**config.mk**
```make
export PLATFORM = sky130hd
export DESIGN_NAME = nibble_add_arbiter
export DESIGN_NICKNAME = d
export VERILOG_FILES = /design/src/rtl/nibble_add_pkg.sv /design/src/rtl/nibble_add_arbiter_add4_cin.sv /design/src/rtl/nibble_add_arbiter.sv
export SDC_FILE = /design/constraint.sdc
export NUM_CORES = 1
export LEC_CHECK = 0
export BUFFER_PORTS_ARGS = -buffer_cell sky130_fd_sc_hd__buf_2
export CORE_ASPECT_RATIO = 0.9
export CORE_MARGIN = 4
export CORE_UTILIZATION = 55
export DETAILED_ROUTE_END_ITERATION = 8
export MAX_ROUTING_LAYER = met4
export PLACE_DENSITY = 0.94
export SLEW_MARGIN = 20
export SYNTH_ARGS = -nofsm -noshare
export SYNTH_HDL_FRONTEND = slang
export SYNTH_SLANG_ARGS = --single-unit
```
**constraint.sdc**
```tcl
create_clock -name clk -period 7.62 [get_ports clk]
set_clock_uncertainty 0.1 [all_clocks]
set_input_delay 1.143 -clock clk [delete_from_list [all_inputs] [get_ports clk]]
set_output_delay 1.143 -clock clk [all_outputs]
set_load 0.03 [all_outputs]
```
**src/rtl/nibble_add_pkg.sv**
```systemverilog
// Shared definitions for the nibble-serial add arbiter.
//   NIBBLE_W      : width of the shared adder slice (one nibble)
//   IDLE/ADD/DONE : controller state encoding
package nibble_add_pkg;

    localparam int NIBBLE_W = 4;

    localparam logic [1:0] IDLE = 2'd0;
    localparam logic [1:0] ADD  = 2'd1;
    localparam logic [1:0] DONE = 2'd2;

endpackage

```
**src/rtl/nibble_add_arbiter_add4_cin.sv**
```systemverilog
// add4_cin: 4-bit ripple adder with carry-in, built from half adders.
// Each bit uses two half adders whose carries are ORed (they can never
// both be 1, so OR is exact).
//   a, b : nibble operands
//   cin  : carry into bit 0
//   s    : nibble sum
//   cout : carry out of bit 3
module add4_cin
    import nibble_add_pkg::*;
(
    input  logic [NIBBLE_W-1:0] a,
    input  logic [NIBBLE_W-1:0] b,
    input  logic                cin,
    output logic [NIBBLE_W-1:0] s,
    output logic                cout
);

    logic [NIBBLE_W:0]   c;
    logic [NIBBLE_W-1:0] p;
    logic [NIBBLE_W-1:0] g;
    logic [NIBBLE_W-1:0] pc;

    assign c[0] = cin;

    for (genvar i = 0; i < NIBBLE_W; i++) begin : g_bit
        // first half adder: a + b
        assign p[i]   = a[i] ^ b[i];
        assign g[i]   = a[i] & b[i];
        // second half adder: partial sum + incoming carry
        assign s[i]   = p[i] ^ c[i];
        assign pc[i]  = p[i] & c[i];
        assign c[i+1] = g[i] | pc[i];
    end

    assign cout = c[NIBBLE_W];

endmodule

```
**src/rtl/nibble_add_arbiter.sv**
```systemverilog
// nibble_add_arbiter: serves two requesters with one shared 4-bit adder.
// Round-robin arbitration under contention, operands latched at accept,
// then one nibble added per clock (LSB first) with a registered carry.
//   clk, rst         : clock, asynchronous active-high reset
//   req0/req1        : requests
//   a0,b0 / a1,b1    : operands of requester 0 / 1
//   gnt0/gnt1        : one-cycle accept pulse
//   busy             : accept edge until done falls
//   done             : one-cycle result-valid pulse
//   owner            : requester of the current/last operation
//   sum, cout        : WIDTH-bit result and carry out of the MSB
module nibble_add_arbiter
    import nibble_add_pkg::*;
#(
    parameter int WIDTH = 16
) (
    input  logic             clk,
    input  logic             rst,
    input  logic             req0,
    input  logic             req1,
    input  logic [WIDTH-1:0] a0,
    input  logic [WIDTH-1:0] b0,
    input  logic [WIDTH-1:0] a1,
    input  logic [WIDTH-1:0] b1,
    output logic             gnt0,
    output logic             gnt1,
    output logic             busy,
    output logic             done,
    output logic             owner,
    output logic [WIDTH-1:0] sum,
    output logic             cout
);

    localparam int NIB   = WIDTH / NIBBLE_W;
    localparam int IDX_W = (NIB > 1) ? $clog2(NIB) : 1;
    localparam logic [IDX_W-1:0] IDX_LAST = IDX_W'(NIB - 1);

    logic [1:0]          state;
    logic [IDX_W-1:0]    idx;
    logic                carry;
    logic                prio;
    logic                win;
    logic                accept;
    logic [WIDTH-1:0]    a_lat;
    logic [WIDTH-1:0]    b_lat;
    logic [NIBBLE_W-1:0] nib_a;
    logic [NIBBLE_W-1:0] nib_b;
    logic [NIBBLE_W-1:0] nib_s;
    logic                nib_c;

    // A lone requester always wins; prio only breaks a tie.
    always_comb begin
        win    = 1'b0;
        accept = 1'b0;
        if (state == IDLE && (req0 || req1)) begin
            accept = 1'b1;
            win    = (req0 && req1) ? prio : req1;
        end
    end

    assign nib_a = a_lat[idx*NIBBLE_W +: NIBBLE_W];
    assign nib_b = b_lat[idx*NIBBLE_W +: NIBBLE_W];

    add4_cin u_add4 (
        .a    (nib_a),
        .b    (nib_b),
        .cin  (carry),
        .s    (nib_s),
        .cout (nib_c)
    );

    // Operand latches: datapath only, captured at the accept edge.
    always_ff @(posedge clk) begin
        if (accept) begin
            a_lat <= win ? a1 : a0;
            b_lat <= win ? b1 : b0;
        end
    end

    // Controller and result registers.
    always_ff @(posedge clk or posedge rst) begin
        if (rst) begin
            state <= IDLE;
            idx   <= '0;
            carry <= 1'b0;
            prio  <= 1'b0;
            gnt0  <= 1'b0;
            gnt1  <= 1'b0;
            busy  <= 1'b0;
            done  <= 1'b0;
            owner <= 1'b0;
            sum   <= '0;
            cout  <= 1'b0;
        end else begin
            gnt0 <= 1'b0;
            gnt1 <= 1'b0;
            done <= 1'b0;
            case (state)
                IDLE: begin
                    if (accept) begin
                        owner <= win;
                        gnt0  <= ~win;
                        gnt1  <= win;
                        busy  <= 1'b1;
                        sum   <= '0;
                        idx   <= '0;
                        carry <= 1'b0;
                        state <= ADD;
                    end
                end
                ADD: begin
                    sum[idx*NIBBLE_W +: NIBBLE_W] <= nib_s;
                    carry <= nib_c;
                    idx   <= idx + 1'b1;
                    if (idx == IDX_LAST) begin
                        cout  <= nib_c;
                        done  <= 1'b1;
                        state <= DONE;
                    end
                end
                DONE: begin
                    // hand the next tie to the requester not just served
                    prio  <= ~owner;
                    busy  <= 1'b0;
                    state <= IDLE;
                end
                default: state <= IDLE;
            endcase
        end
    end

endmodule

```
======== Word level (Yosys, flattened, before mapping) ========
Index checks and enable logic that the tools add are counted.
word-level totals
  memory bits (read-only) ................. 0
  bits in writable memories ............... 0
  memories kept ........................... 0
  input bits .............................. 68
  bits in registers ....................... 60
  latch bits .............................. 0
cells by class
  mux-type cells .......................... 23
  bitwise operators ....................... 22
  shift-type cells ........................ 4
  reductions and logical operators ........ 11
  $add $sub $neg .......................... 2
  equality and inequality tests ........... 5
  multipliers ............................. 0
  divide/modulo/power cells ............... 0
  $lt $le $gt $ge ......................... 0
operators by type and width
  cell                       number
  $mux W16                   3
  $neg A4 Y34                1
  $shift A4 B34 Y16 const A  1
  $shiftx A4 B34 Y16         1
  $pmux W16 S2               1
  $shiftx A16 B5 Y4          2
  $bwmux W16                 1
  $mux W1                    11
  $reduce_and A2 Y1          5
  $and A1 B1 Y1              8
  $pmux W2 S2                2
  $xor A1 B1 Y1              8
  $mux W2                    3
  $eq A2 B2 Y1 const B       2
  $ne A2 B2 Y1 const B       2
  $or A1 B1 Y1               4
  $pmux W1 S2                2
  $reduce_bool A2 Y1         2
  $add A2 B1 Y2 const B      1
  $eq A2 B1 Y1 const B       1
  $logic_and A1 B1 Y1        2
  $logic_not A2 Y1           1
  $not A1 Y1                 2
  $logic_or A1 B1 Y1         1

======== Longest topological paths before layout ========
  word-level depth ........................ 12
  depth in mapped cells ................... 8

======== Modules after synthesis ========
Synthesis repeated with hierarchy kept, for this count alone.
second synthesis, totals
  cells, all modules ...................... 192
  area, all modules ....................... 3024.2 µm²
by module, submodules not included
  module              instances  area an instance (µm²)  cells an instance
  nibble_add_arbiter  1          2906.5                  178
  add4_cin            1          117.6                   14

======== Worst setup path after synthesis ========
OpenSTA, ideal clock, no wires.
  path kind ............................... register -> register
  from .................................... register idx[0]
  to ...................................... register sum[15]
  setup time .............................. 124 ps
  period minus slack after synthesis ...... 2774 ps
  path slack .............................. 4846 ps
  data required time ...................... 7396 ps
  stages on the path, launching flop included .. 9
  arrival time ............................ 2550 ps
  cells stage by stage .................... dfrtp_1 > buf_4 > mux4_2 > fa_1 > inv_1 > fa_1 > fa_1 > fa_1 > o2bb2ai_1
between the ends
  cells in the longest elaborated chain, start to end .. 12
ends and longest elaborated chain
  item                                  RTL line                                            source
  start, declared                       nibble_add_arbiter.sv:39                            logic [IDX_W-1:0] idx;
  start signal, assigned                nibble_add_arbiter.sv:114                           idx <= idx + 1'b1;
  $shiftx A16 B5 Y4 (on tied branches)  nibble_add_arbiter.sv:61, nibble_add_arbiter.sv:62
  $xor A1 B1 Y1                         nibble_add_arbiter_add4_cin.sv:27                   assign p[i] = a[i] ^ b[i];
  $and A1 B1 Y1                         nibble_add_arbiter_add4_cin.sv:31                   assign pc[i] = p[i] & c[i];
  $or A1 B1 Y1                          nibble_add_arbiter_add4_cin.sv:32                   assign c[i+1] = g[i] | pc[i];
  $and A1 B1 Y1                         nibble_add_arbiter_add4_cin.sv:31
  $or A1 B1 Y1                          nibble_add_arbiter_add4_cin.sv:32
  $and A1 B1 Y1                         nibble_add_arbiter_add4_cin.sv:31
  $or A1 B1 Y1                          nibble_add_arbiter_add4_cin.sv:32
  $xor A1 B1 Y1                         nibble_add_arbiter_add4_cin.sv:30                   assign s[i] = p[i] ^ c[i];
  $shiftx A4 B34 Y16                    nibble_add_arbiter.sv:112                           sum[idx*NIBBLE_W +: NIBBLE_W] <= nib_s;
  $bwmux W16 *                          nibble_add_arbiter.sv:112
  $pmux W16 S2 *                        nibble_add_arbiter.sv:98                            case (state)
  end signal, assigned by index         nibble_add_arbiter.sv:112
  end, declared                         nibble_add_arbiter.sv:30                            output logic [WIDTH-1:0] sum,
Mark *: on every way between the ends. The rest lies on a longest branch, timed or not.
A chain may end at the register's enable or synchronous reset.

======== Worst setup path after layout ========
Ends and elaborated chain as after synthesis.

==> run metrics <==
grt total ovfl=0; # Max-Cap Violations=0; largest net degree at the start of global routing=37; EDFF count, synth=32; worst-path cell chain=mux4_2 -> fa_1 -> inv_1 -> fa_1 -> fa_1 -> fa_1 -> o2bb2ai_1; worst-margin pin slew=between 0.7 and 0.8 ns; Worst-path clk slew=~0.070 ns; initial antenna violation count=0; clock sink total=60; antenna fix cells=0; worst reg2reg startpoint=idx[0]; clk_lat worst skew=between 0.3 and 0.4 ns; Max Slew Vio Count=0; Nets=358; crit path launch type=flop; min Tclk post-route=~3.2 ns; Tot GR Track Use=19.5%; most frequent cells in the layout=buf_2 (89), edfxtp_1 (32), mux2_4 (28), dfrtp_1 (28), o2bb2ai_1 (16); Buf/Inv on CP=1; CTS tree=yes; CTS buffer count=9; leak pwr=roughly 1.8 nW; Tcrit/Tclk final=42.0%; Initial Utilization=58.7%; crit path max-delay cell type=dfrtp_1; Layout area overhead=23.5%; Detailed Place HPWL=4540 µm; max_slew headroom=approximately 51%; Worst Reg-to-Reg Cells=7; Crit path arrival time=3.35 ns; die area=about 6600 µm²; H-Tree Depth=3; Tot Pwr=around 1.5 mW; maximum clock path buffer count=2; Cell Rows=24; global-route wire length before repair=around 9400 µm; DIE HEIGHT=approximately 77 µm; Routed WL=approximately 6000 µm; post-route cell area=between 3000 and 4000 µm²; Vias/cell=roughly 5.3; Filler Cell Count=327; max incr delay on CP=slightly above 0.8 ns; Post-CTS Setup Inserts=0; Hold Violations, Final=0; Seq/Total Area, Yosys=56.5%; # hold bufs at CTS=0; Cell variety after synth=30; vias in the first global route=between 1500 and 2000; # IOs=90; Worst Setup SP=idx[0]; f_max=roughly 310 MHz; Pwr Density=about 410 nW/µm²; syn nets=approximately 260; CTS root buf=clkbuf_8; Critical Path End Type=flop; hold crit path type=flop to flop; crit path kind=flop to flop; stages on the worst setup path=7; worst path required time=roughly 7.8 ns; crit-path max FO=16; Core ar.=5010 µm²; dominant synthesized flop cell=edfxtp_1; Hold WS=0.390 ns; placed cell area=about 3400 µm²; die outline width=about 85 µm; Post-synth ARST share=between 40% and 50%; commonest non-fill, non-tap cell in the layout=buf_2; Worst path most repeated cell=fa_1; Routed wire per std cell=about 17 µm; Synth Register Bits=60; post_cts resized=0; # setup viols final=0; vias=between 1500 and 2000; YS warnings=0; worst setup path endpoint=sum[15]; RSZ-0062 raised after global routing=no; layout cells sized above 1=a little over half; mean post-synth cell area=15.8 µm²; placer congestion estimate=between 0.8 and 0.9; Syn Std Cell Area=a little under 3000 µm²; R2R Setup Slk=4.42 ns; DR iter-0 viols=160; DRC violations left=0; Detail Route Antenna Nets=0; family with the most delay on the worst path=adder cells; status=complete, no violations; I/O Buffers=between 80 and 90; First-pass DRT Iterations=5; VDD IR max=around 0.22 mV; Sum Neg Setup Slack=0 ns; reg2reg end=sum[15]; Synth Instances=between 150 and 200
## stage by stage
step / setup WS, ns / utilization [%] / cells
final: 4.42 / 72.5 / 351
after global routing: 4.25 / 72.5 / 351
after CTS: 4.41 / 72.5 / 351
after detailed placement: 4.43 / 68.3 / 335
after global placement: 4.60 / 68.3 / 335
after floorplan: 4.85 / - / 186
## flip-flops by register name (all words and copies together) (netlist names)
register,cells
prio,1
gnt1,1
busy,1
gnt0,1
sum,16
state,2
a_lat,16
cout,1
owner,1
idx,2
b_lat,16
carry,1
done,1
## per-layer routing
layer,GRT usage (%),wire length (µm)
met5,-,0
met4,9.02,104
met3,4.45,452
met2,29.4,2850
met1,25.3,2460
## Yosys cell counts, types with 2 or more instances
cell type | instances | share of area (%)
mux2_4 | 28 | 14
buf_6 | 3 | 1.1
dfrtp_1 | 28 | 24
mux4_2 | 8 | 6.1
nand2_1 | 7 | 0.89
nand2b_1 | 2 | 0.43
o21ai_0 | 5 | 0.85
or2b_1 | 5 | 1.3
edfxtp_1 | 32 | 33
mux2_2 | 4 | 1.5
o2bb2ai_1 | 16 | 4.8
nand3b_1 | 4 | 1.0
and2_1 | 2 | 0.43
ha_1 | 5 | 2.1
fa_1 | 4 | 2.7
inv_1 | 14 | 1.8
a21oi_1 | 3 | 0.51
nand3_1 | 3 | 0.51
nor2_1 | 2 | 0.26
## worst min-delay path by stage
stage	from	endpoint	slack, ns	cells after the start
finish	sum[2]	sum[2]	0.39	1
detailed placement	sum[2]	sum[2]	0.37	1
CTS	sum[2]	sum[2]	0.39	1
floorplan	prio	prio	0.34	2
global placement	busy	busy	0.36	2
global route	sum[5]	sum[5]	0.41	1
## area by class of cell
| class | count | area [µm²] | area share (%) |
|---|---|---|---|
| Inverter | 14 | 52.6 | 1.45 |
| Clock buffer | 13 | 191 | 5.27 |
| Timing Repair Buffer | 90 | 453 | 12.5 |
| Clock inverter | 3 | 15.0 | 0.413 |
| Tap cell | 65 | 81.3 | 2.24 |
| Multi-Input combinational cell | 106 | 1180 | 32.4 |
| Sequential cell | 60 | 1660 | 45.7 |
## kinds of logic (layout without fill, tap and decap cells)
group	after synthesis	in the layout	share of synthesized area (%)
DFF	60	60	56.5
AOI/OAI and AO/OA	26	26	6.59
buffers and inverters	20	120	3.49
and+or+nand+nor	31	31	6.68
adders and majority gates	9	9	4.85
muxes	40	40	21.9
## worst reg2reg max path, cell delays in order, from the launching register on
cell and delay [ns]:
dfrtp_1 0.82, mux4_2 0.63, fa_1 0.40, inv_1 0.08
fa_1 0.19, fa_1 0.20, fa_1 0.49, o2bb2ai_1 0.20
## power by group
part,internal [mW],leakage (nW),switching [mW]
clock,0.165,0.109,0.122
combinational,0.275,0.976,0.380
sequential,0.469,0.670,0.0774
total,0.909,1.76,0.579
(Power assumes the default switching activity.)
